### src/rtl/uart_pkg.sv
// Shared types and sizing helpers for the word-level UART transmitter.
package uart_pkg;

    typedef enum logic [2:0] {
        IDLE,
        START,
        DATA,
        PARITY,
        STOP
    } state_t;

    localparam int BITS_PER_BYTE = 8;

    function automatic int frame_bits(input int parity_en, input int stop_bits);
        return 10 + parity_en + stop_bits - 1;
    endfunction

    // Never returns 0 so a divide/count of 1 still gets a legal vector.
    function automatic int cnt_width(input int n);
        return (n > 1) ? $clog2(n) : 1;
    endfunction

endpackage

### src/rtl/uart_baud_tick.sv
// Bit-period divider: tick is high in the last clock of every serial bit.
module uart_baud_tick
    import uart_pkg::*;
#(
    parameter int CLKS_PER_BIT = 1
) (
    input  logic clk,
    input  logic rst,
    input  logic clear,
    output logic tick
);

    generate
        if (CLKS_PER_BIT <= 1) begin : g_single
            logic w_unused;
            assign w_unused = ^{clk, rst, clear};
            assign tick     = 1'b1;
        end else begin : g_div
            localparam int CW = cnt_width(CLKS_PER_BIT);
            logic [CW-1:0] r_cnt;

            assign tick = (r_cnt == CW'(CLKS_PER_BIT - 1));

            always_ff @(posedge clk) begin
                if (rst || clear || tick)
                    r_cnt <= '0;
                else
                    r_cnt <= r_cnt + 1'b1;
            end
        end
    endgenerate

endmodule

### src/rtl/uart_word_tx.sv
// Multi-byte UART transmitter: one word per valid/ready handshake,
// sent MSB byte first as back-to-back frames with gapless streaming.
module uart_word_tx
    import uart_pkg::*;
#(
    parameter int NUM_BYTES    = 4,
    parameter int CLKS_PER_BIT = 1,
    parameter int PARITY_EN    = 0,
    parameter int PARITY_ODD   = 0,
    parameter int STOP_BITS    = 1,
    parameter int LSB_FIRST    = 0
) (
    input  logic                   clk,
    input  logic                   rst,
    input  logic [8*NUM_BYTES-1:0] data,
    input  logic                   valid,
    output logic                   ready,
    output logic                   TxD,
    output logic                   busy,
    output logic                   done
);

    localparam int W  = BITS_PER_BYTE * NUM_BYTES;
    localparam int BW = cnt_width(NUM_BYTES);

    state_t          r_state;
    logic [W-1:0]    r_shift;
    logic [2:0]      r_bit;
    logic [BW-1:0]   r_byte;
    logic            r_txd;
    logic            r_busy;
    logic            r_done;

    logic            w_tick;
    logic [7:0]      w_byte;
    logic [2:0]      w_nidx;
    logic            w_first;
    logic            w_next;
    logic            w_parity;
    logic            w_last_stop;
    logic            w_last_byte;
    logic            w_ready;
    logic            w_accept;

    uart_baud_tick #(
        .CLKS_PER_BIT(CLKS_PER_BIT)
    ) u_tick (
        .clk  (clk),
        .rst  (rst),
        .clear(r_state == IDLE),
        .tick (w_tick)
    );

    // Current byte always sits at the top of the shift register.
    assign w_byte      = r_shift[W-1 -: 8];
    assign w_nidx      = r_bit + 3'd1;
    assign w_first     = (LSB_FIRST != 0) ? w_byte[0] : w_byte[7];
    assign w_next      = w_byte[(LSB_FIRST != 0) ? w_nidx : ~w_nidx];
    assign w_parity    = (^w_byte) ^ 1'(PARITY_ODD);
    assign w_last_stop = (r_state == STOP) && (r_bit == 3'(STOP_BITS - 1));
    assign w_last_byte = (r_byte == BW'(NUM_BYTES - 1));
    assign w_ready     = (r_state == IDLE) || (w_last_stop && w_last_byte && w_tick);
    assign w_accept    = valid && w_ready;

    always_ff @(posedge clk) begin
        if (rst) begin
            r_state <= IDLE;
            r_shift <= '0;
            r_bit   <= '0;
            r_byte  <= '0;
            r_txd   <= 1'b1;
            r_busy  <= 1'b0;
            r_done  <= 1'b0;
        end else begin
            r_done <= 1'b0;
            if (w_accept) begin
                // Accepting out of STOP means the previous word just ended.
                r_shift <= data;
                r_byte  <= '0;
                r_bit   <= '0;
                r_state <= START;
                r_txd   <= 1'b0;
                r_busy  <= 1'b1;
                r_done  <= (r_state == STOP);
            end else if (w_tick) begin
                unique case (r_state)
                    IDLE: begin
                        r_txd <= 1'b1;
                    end
                    START: begin
                        r_state <= DATA;
                        r_bit   <= '0;
                        r_txd   <= w_first;
                    end
                    DATA: begin
                        if (r_bit == 3'd7) begin
                            r_bit <= '0;
                            if (PARITY_EN != 0) begin
                                r_state <= PARITY;
                                r_txd   <= w_parity;
                            end else begin
                                r_state <= STOP;
                                r_txd   <= 1'b1;
                            end
                        end else begin
                            r_bit <= w_nidx;
                            r_txd <= w_next;
                        end
                    end
                    PARITY: begin
                        r_state <= STOP;
                        r_bit   <= '0;
                        r_txd   <= 1'b1;
                    end
                    STOP: begin
                        if (!w_last_stop) begin
                            r_bit <= r_bit + 3'd1;
                        end else if (!w_last_byte) begin
                            r_byte  <= r_byte + 1'b1;
                            r_shift <= r_shift << 8;
                            r_bit   <= '0;
                            r_state <= START;
                            r_txd   <= 1'b0;
                        end else begin
                            r_state <= IDLE;
                            r_txd   <= 1'b1;
                            r_busy  <= 1'b0;
                            r_done  <= 1'b1;
                        end
                    end
                    default: begin
                        r_state <= IDLE;
                        r_txd   <= 1'b1;
                    end
                endcase
            end
        end
    end

    assign ready = w_ready;
    assign TxD   = r_txd;
    assign busy  = r_busy;
    assign done  = r_done;

endmodule

### config.mk
export PLATFORM = sky130hd
export DESIGN_NAME = uart_word_tx
export DESIGN_NICKNAME = d
export VERILOG_FILES = /design/src/rtl/uart_pkg.sv /design/src/rtl/uart_baud_tick.sv /design/src/rtl/uart_word_tx.sv
export SDC_FILE = /design/constraint.sdc
export NUM_CORES = 1
export LEC_CHECK = 0
export BUFFER_PORTS_ARGS = -buffer_cell sky130_fd_sc_hd__buf_2
export CAP_MARGIN = 20
export CORE_UTILIZATION = 40
export DETAILED_ROUTE_END_ITERATION = 8
export GPL_TIMING_DRIVEN = 0
export HOLD_SLACK_MARGIN = 0.12
export PLACE_DENSITY = 0.66
export SLEW_MARGIN = 20
export SYNTH_ARGS = -nofsm -noshare
export SYNTH_HDL_FRONTEND = slang
export SYNTH_HIERARCHICAL = 1
export SYNTH_SLANG_ARGS = --single-unit
export TNS_END_PERCENT = 20
### constraint.sdc
create_clock -name clk -period 2.2 [get_ports clk]
set_input_delay 0.22 -clock clk [delete_from_list [all_inputs] [get_ports clk]]
set_output_delay 0.22 -clock clk [all_outputs]
set_load 0.005 [all_outputs]
==> flow_metrics.env, run 1 <==
export IMPL_outcome="completed"
export IMPL_grt_pass1_wl_um=8620
export IMPL_core_area_mm2=0.00524
export IMPL_min_period_over_period_pct=96.3
export IMPL_synth_area_leaders="dfxtp_1 39%, a311oi_2 12%, nand2_1 10%"
export IMPL_syn2layout_area_growth_pct=16.6
export IMPL_firstDrtPassIters=5
export IMPL_p_int_mw=1.18
export IMPL_syn_avg_cell_area_um2=8.72
export IMPL_grt_ovfl_total=0
export IMPL_cts_root_buf="clkbuf_8"
export IMPL_p_sw_mw=0.446
export IMPL_hold_class="in2reg"
export IMPL_via_per_inst=5.25
export IMPL_dieArea_mm2=0.00586
export IMPL_reg2reg_depth=6
export IMPL_stdcell_count=370
export IMPL_grt_pass1_vias=1832
export IMPL_die_w_um=76.6
export IMPL_crit_path_cell_trace="inv_1 > ha_4 > mux4_2 > mux2i_2 > a2111oi_2 > or3_1"
export IMPL_period_needed_ns=2.12
export IMPL_ir_drop_uv=467
export IMPL_endpoint_kind="flip-flop"
export IMPL_start_kind="flip-flop"
export IMPL_clk_path_buf_depth=2
export IMPL_ys_top_cells_by_count="59 x nand2_1, 43 x dfxtp_1, 28 x nor2_1"
export IMPL_max_slew_margin_pct=52.9
export IMPL_ant_nets=0
export IMPL_start_util_pct=42.5
export IMPL_switching_share_pct=27.4
export IMPL_setup_viol=0
export IMPL_yosys_area_top_type_share_pct=38.7
export IMPL_gp_congestion=0.836
export IMPL_diodes=0
export IMPL_synth_edf_count=0
export IMPL_crit_arrival_ns=2.29
export IMPL_p_leak_nw=0.974
export IMPL_drc=0
export IMPL_design_area_mm2=0.00259
export IMPL_ys_ff_latch=43
export IMPL_routedWlPerCell_um=14.3
export IMPL_syn_area_mm2=0.00222
export IMPL_hold_ws_ns=0.158
export IMPL_postCtsHoldBufs=0
export IMPL_hold_depth=3
export IMPL_crit_type="reg2reg"
export IMPL_syn_inst=255
export IMPL_first_iter_violations=132
export IMPL_grt_max_degree=13
export IMPL_ys_types=43
export IMPL_grt_antenna_before_repair=0
export IMPL_std_cell_rows=26
export IMPL_finalMaxSlewViolations=0
export IMPL_seqPwrFrac_pct=53.4
export IMPL_nets=338
export IMPL_clk_pin_slew_worst_paths_ns=0.08
export IMPL_io_pins=39
export IMPL_fmax_ghz=0.472
export IMPL_dpl_cell_count=362
export IMPL_skew_ns=0.00336
export IMPL_synth_warnings=6
export IMPL_clock_sinks=43
export IMPL_critPathMaxStageDelay_ns=0.51
export IMPL_p_clk_share_pct=29.9
export IMPL_drive_gt1_share_pct=28.0
export IMPL_synthMostInstantiatedCell="nand2_1"
export IMPL_postPlaceCellArea_mm2=0.00250
export IMPL_cts_tree="yes"
export IMPL_routed_wl_um=5300
export IMPL_worstPathMaxFanout=3
export IMPL_rsz0062_at_grt="false"
export IMPL_clock_latency_ns=0.29
export IMPL_numCtsBuffers=5
export IMPL_required_ns=2.37
export IMPL_grtUsageTotal_pct=18.7
export IMPL_cts_max_level=2
export IMPL_dieHeight_um=76.6
export IMPL_power_density_mw_per_mm2=627
export IMPL_cp_slowest_cell="mux4_2"
export IMPL_hold_viol_final=0
export IMPL_combPwrFrac_pct=16.7
export IMPL_port_buffers=37
export IMPL_tns_ns=0
export IMPL_maxCapViolations=0
export IMPL_tightest_slew_ns=0.707
export IMPL_num_vias=1943
export IMPL_syn_num_nets=294
export IMPL_synth_top_cell_by_area="dfxtp_1"
export IMPL_synth_async_reset_ratio_pct=0
export IMPL_dp_hpwl_um=3850
export IMPL_synth_top_flop_cell="dfxtp_1"
export IMPL_ys_seq_area_share_pct=38.7
[power groups by stage]
stage	Combinational (mW)	Sequential (mW)	Clock [mW]
4_1_cts	0.270	0.869	0.495
3_5_place_dp	0.268	0.887	0
3_3_place_gp	0.263	0.885	0
6_report	0.272	0.869	0.486
2_1_floorplan	0.193	0.877	0
5_1_grt	0.299	0.877	0.533
[state kept, by name, indices dropped and copies added, names as in the netlist]
name     cells
TxD          1
busy         1
done         1
r_bit        3
r_byte       2
r_shift     32
r_state      3
[worst max-delay path: cells and delay by family, from the launching register on]
family                     cells  cell delay, ns
and+or+nand+nor                1            0.35
AOI/OAI and AO/OA              1            0.10
DFF                            1            0.36
muxes                          2            0.75
adders and majority gates      1            0.31
buffers and inverters          1            0.12
[layer usage]
metal  vias up  GRT usage (%)  part of all wire, %
met5         -              0                    0
met4         0           5.38                  1.6
met3         9           4.19                  4.2
met2        50           30.5                   47
met1       889           24.7                   47
li1        995              -                    -
[kinds of logic after synthesis]
kind of cell               count (synthesis)  synth area share [%]
AOI/OAI and AO/OA                         56                  24.3
xor gates and xnor gates                   1                 0.394
adders and majority gates                  4                  2.25
buffers and inverters                     28                  6.75
DFF                                       43                  38.7
muxes                                      3                  2.47
other                                      1                 0.169
and+or+nand+nor                          119                  25.0
[cell type report]
class	count	area, um^2
clock buffer	7	76.3
fill	534	2640
tap	70	87.6
multi-input combinational	184	1230
timing repair buffer	37	185
inverter	6	22.5
sequential	43	861
buffer	22	128
clock inverter	1	5.00
[final timing paths]
check,from,to,slack [ns]
setup / recovery,r_bit[0],TxD,0.08
hold / removal,data[1],r_shift[1],0.16
setup reg to reg,r_bit[0],TxD,0.08
hold reg to reg,r_byte[1],r_byte[1],0.46
[what timing repair did]
action | 4_1_cts | 5_1_grt
buffers inserted | 0 | 0
resized for setup | 0 | 2
endpoints found under the setup margin | 0 | 2
[cell usage in the layout (no fill, tap or decap), types with 3 or more instances in the layout]
| master | count |
|---|---|
| a311oi_1 | 6 |
| nand2_1 | 59 |
| buf_2 | 43 |
| a21oi_1 | 15 |
| buf_6 | 3 |
| nor2_1 | 28 |
| a311oi_2 | 18 |
| dfxtp_1 | 43 |
| buf_4 | 4 |
| nand4_1 | 3 |
| inv_1 | 6 |
| ha_1 | 3 |
| clkbuf_1 | 11 |
| nor2b_1 | 3 |
| nand3_1 | 10 |
| clkbuf_8 | 5 |
| o21ai_0 | 5 |
[through the flow]
step           utilization, %  power (mW)  worst slack [ns]
6_report                 49.5        1.63            0.0818
4_1_cts                  49.2        1.63           0.00165
5_1_grt                  49.5        1.71            0.0256
2_1_floorplan               -        1.07             0.267
3_5_place_dp             47.7        1.15            0.0146
3_3_place_gp             47.7        1.15            0.0433
(Power assumes the default switching activity.)
==> run 2: changes to the inputs <==
--- a/config.mk
+++ b/config.mk
@@ -11,6 +11,7 @@
 export DETAILED_ROUTE_END_ITERATION = 8
 export GPL_TIMING_DRIVEN = 0
 export HOLD_SLACK_MARGIN = 0.12
+export MAX_ROUTING_LAYER = met4
 export PLACE_DENSITY = 0.66
 export SLEW_MARGIN = 20
 export SYNTH_ARGS = -nofsm -noshare
==> run 2 against run 1 <==
Sequential power hardly changed. Clock power about the same. Worst hold slack lost 0.00090 ns. Critical path depth unchanged. Register-to-register slack about the same. Power about the same. Sequential share of layout area stayed put. Setup slack better by 0.0026 ns. Die area is the same. Critical endpoint unchanged.
==> flow_metrics.env, run 2 (same netlist as run 1, synthesis figures left out) <==
export IMPL_hold_viol_final=0
export IMPL_power_density_mw_per_mm2=627
export IMPL_cp_slowest_cell="mux4_2"
export IMPL_first_iter_violations=125
export IMPL_grtUsageTotal_pct=19.2
export IMPL_required_ns=2.38
export IMPL_nets=338
export IMPL_firstDrtPassIters=5
export IMPL_period_needed_ns=2.12
export IMPL_dieHeight_um=76.6
export IMPL_tns_ns=0
export IMPL_cp_buffers_inverters=1
export IMPL_hold_start="data[3]"
export IMPL_numCtsBuffers=5
export IMPL_ant_nets=0
export IMPL_top_regs="r_shift (32), r_bit (3), r_state (3)"
export IMPL_critPathTopFamily="multiplexers"
export IMPL_fmax_ghz=0.473
export IMPL_clock_latency_ns=0.29
export IMPL_crit_arrival_ns=2.29
export IMPL_maxCapViolations=0
export IMPL_die_w_um=76.6
export IMPL_via_per_inst=5.23
export IMPL_ir_drop_uv=469
export IMPL_drive_gt1_share_pct=28.0
export IMPL_p_leak_nw=0.974
export IMPL_syn2layout_area_growth_pct=16.6
export IMPL_startpoint="r_bit[0]"
export IMPL_rsz0062_at_grt="false"
export IMPL_dieArea_mm2=0.00586
export IMPL_start_kind="flip-flop"
export IMPL_final_common_cell="nand2_1"
export IMPL_clk_path_buf_depth=2
export IMPL_layout_common_cells="59 x nand2_1, 43 x dfxtp_1, 43 x buf_2"
export IMPL_grt_ovfl_total=0
export IMPL_io_pins=39
export IMPL_clock_sinks=43
export IMPL_max_slew_margin_pct=52.9
export IMPL_routedWlPerCell_um=14.2
export IMPL_cts_root_buf="clkbuf_8"
export IMPL_num_vias=1934
export IMPL_port_buffers=37
export IMPL_grt_pass1_vias=1831
export IMPL_grt_antenna_before_repair=0
export IMPL_endpoint_kind="flip-flop"
export IMPL_grt_max_degree=13
export IMPL_worstPathMaxFanout=3
export IMPL_clk_pin_slew_worst_paths_ns=0.08
export IMPL_crit_type="reg2reg"
export IMPL_r2r_start="r_bit[0]"
export IMPL_finalMaxSlewViolations=0
export IMPL_std_cell_rows=26
export IMPL_dp_hpwl_um=3850
export IMPL_gp_congestion=0.849
export IMPL_start_util_pct=42.5
export IMPL_largest_register="r_shift"
export IMPL_setup_viol=0
export IMPL_fin_util_pct=49.5
export IMPL_hold_class="in2reg"
export IMPL_largest_register_ffs=32
export IMPL_core_area_mm2=0.00524
export IMPL_tightest_slew_ns=0.706
export IMPL_cts_tree="yes"
export IMPL_crit_path_cell_trace="inv_1 > ha_4 > mux4_2 > mux2i_2 > a2111oi_2 > or3_1"
export IMPL_drc=0
export IMPL_critPathMaxStageDelay_ns=0.51
export IMPL_grt_pass1_wl_um=8620
export IMPL_skew_ns=0.00587
export IMPL_diodes=0
export IMPL_cts_max_level=2
export IMPL_min_period_over_period_pct=96.2
export IMPL_routed_wl_um=5270
export IMPL_outcome="completed"
==> run 2: repair_timing <==
item,CTS,global route
hold buffers,0,0
resized for setup,0,2
setup buffers,0,0
endpoints found under the setup margin,0,2
==> run 2: worst paths after layout <==
path	to	slack (ns)	cells past startpoint
worst min-delay path	r_shift[3]	0.16	3
worst max register to register	TxD	0.08	6
worst min register to register	r_byte[1]	0.46	2
worst max-delay path	TxD	0.08	6
==> run 2: worst register-to-register path, cell delays in order, from the launching register on <==
cell and delay [ns]:
dfxtp_1 0.36, inv_1 0.12, ha_4 0.31, mux4_2 0.51, mux2i_2 0.24, a2111oi_2 0.10, or3_1 0.35
==> run 2: layer usage <==
| metal | up-vias | wire [um] | share of wire (%) | GRT usage, % |
|---|---|---|---|---|
| li1 | 996 | - | - | - |
| met1 | 879 | 2530 | 48 | 24.8 |
| met2 | 50 | 2430 | 46 | 30.3 |
| met3 | 9 | 226 | 4.3 | 3.11 |
| met4 | 0 | 84 | 1.6 | 6.54 |
| met5 | - | 0 | 0 | - |
==> run 2: where the power goes <==
| part | switching [mW] | internal, mW |
|---|---|---|
| sequential | 0.0341 | 0.835 |
| clock | 0.262 | 0.223 |
| combinational | 0.149 | 0.122 |
==> run 2: cell type report <==
cell class,instances,area [um^2]
plain buffers,22,128
clock buffers,7,76.3
clock inverters,1,5.00
fillers,534,2640
inverters,6,22.5
multi-input cells,184,1230
flip-flops and latches,43,861
well taps,70,87.6
repair buffers,37,185
==> run 2: through the flow <==
step	std cells	worst slack (ns)	cell area, um^2	hold slack, ns	power, mW
global route	370	0.0256	2590	0.158	1.70
global placement	362	0.0433	2500	0.447	1.15
detailed placement	362	0.0146	2500	0.453	1.15
finish	370	0.0843	2590	0.157	1.63
CTS	370	0.00165	2580	0.152	1.63
floorplan	255	0.267	2220	0.356	1.07
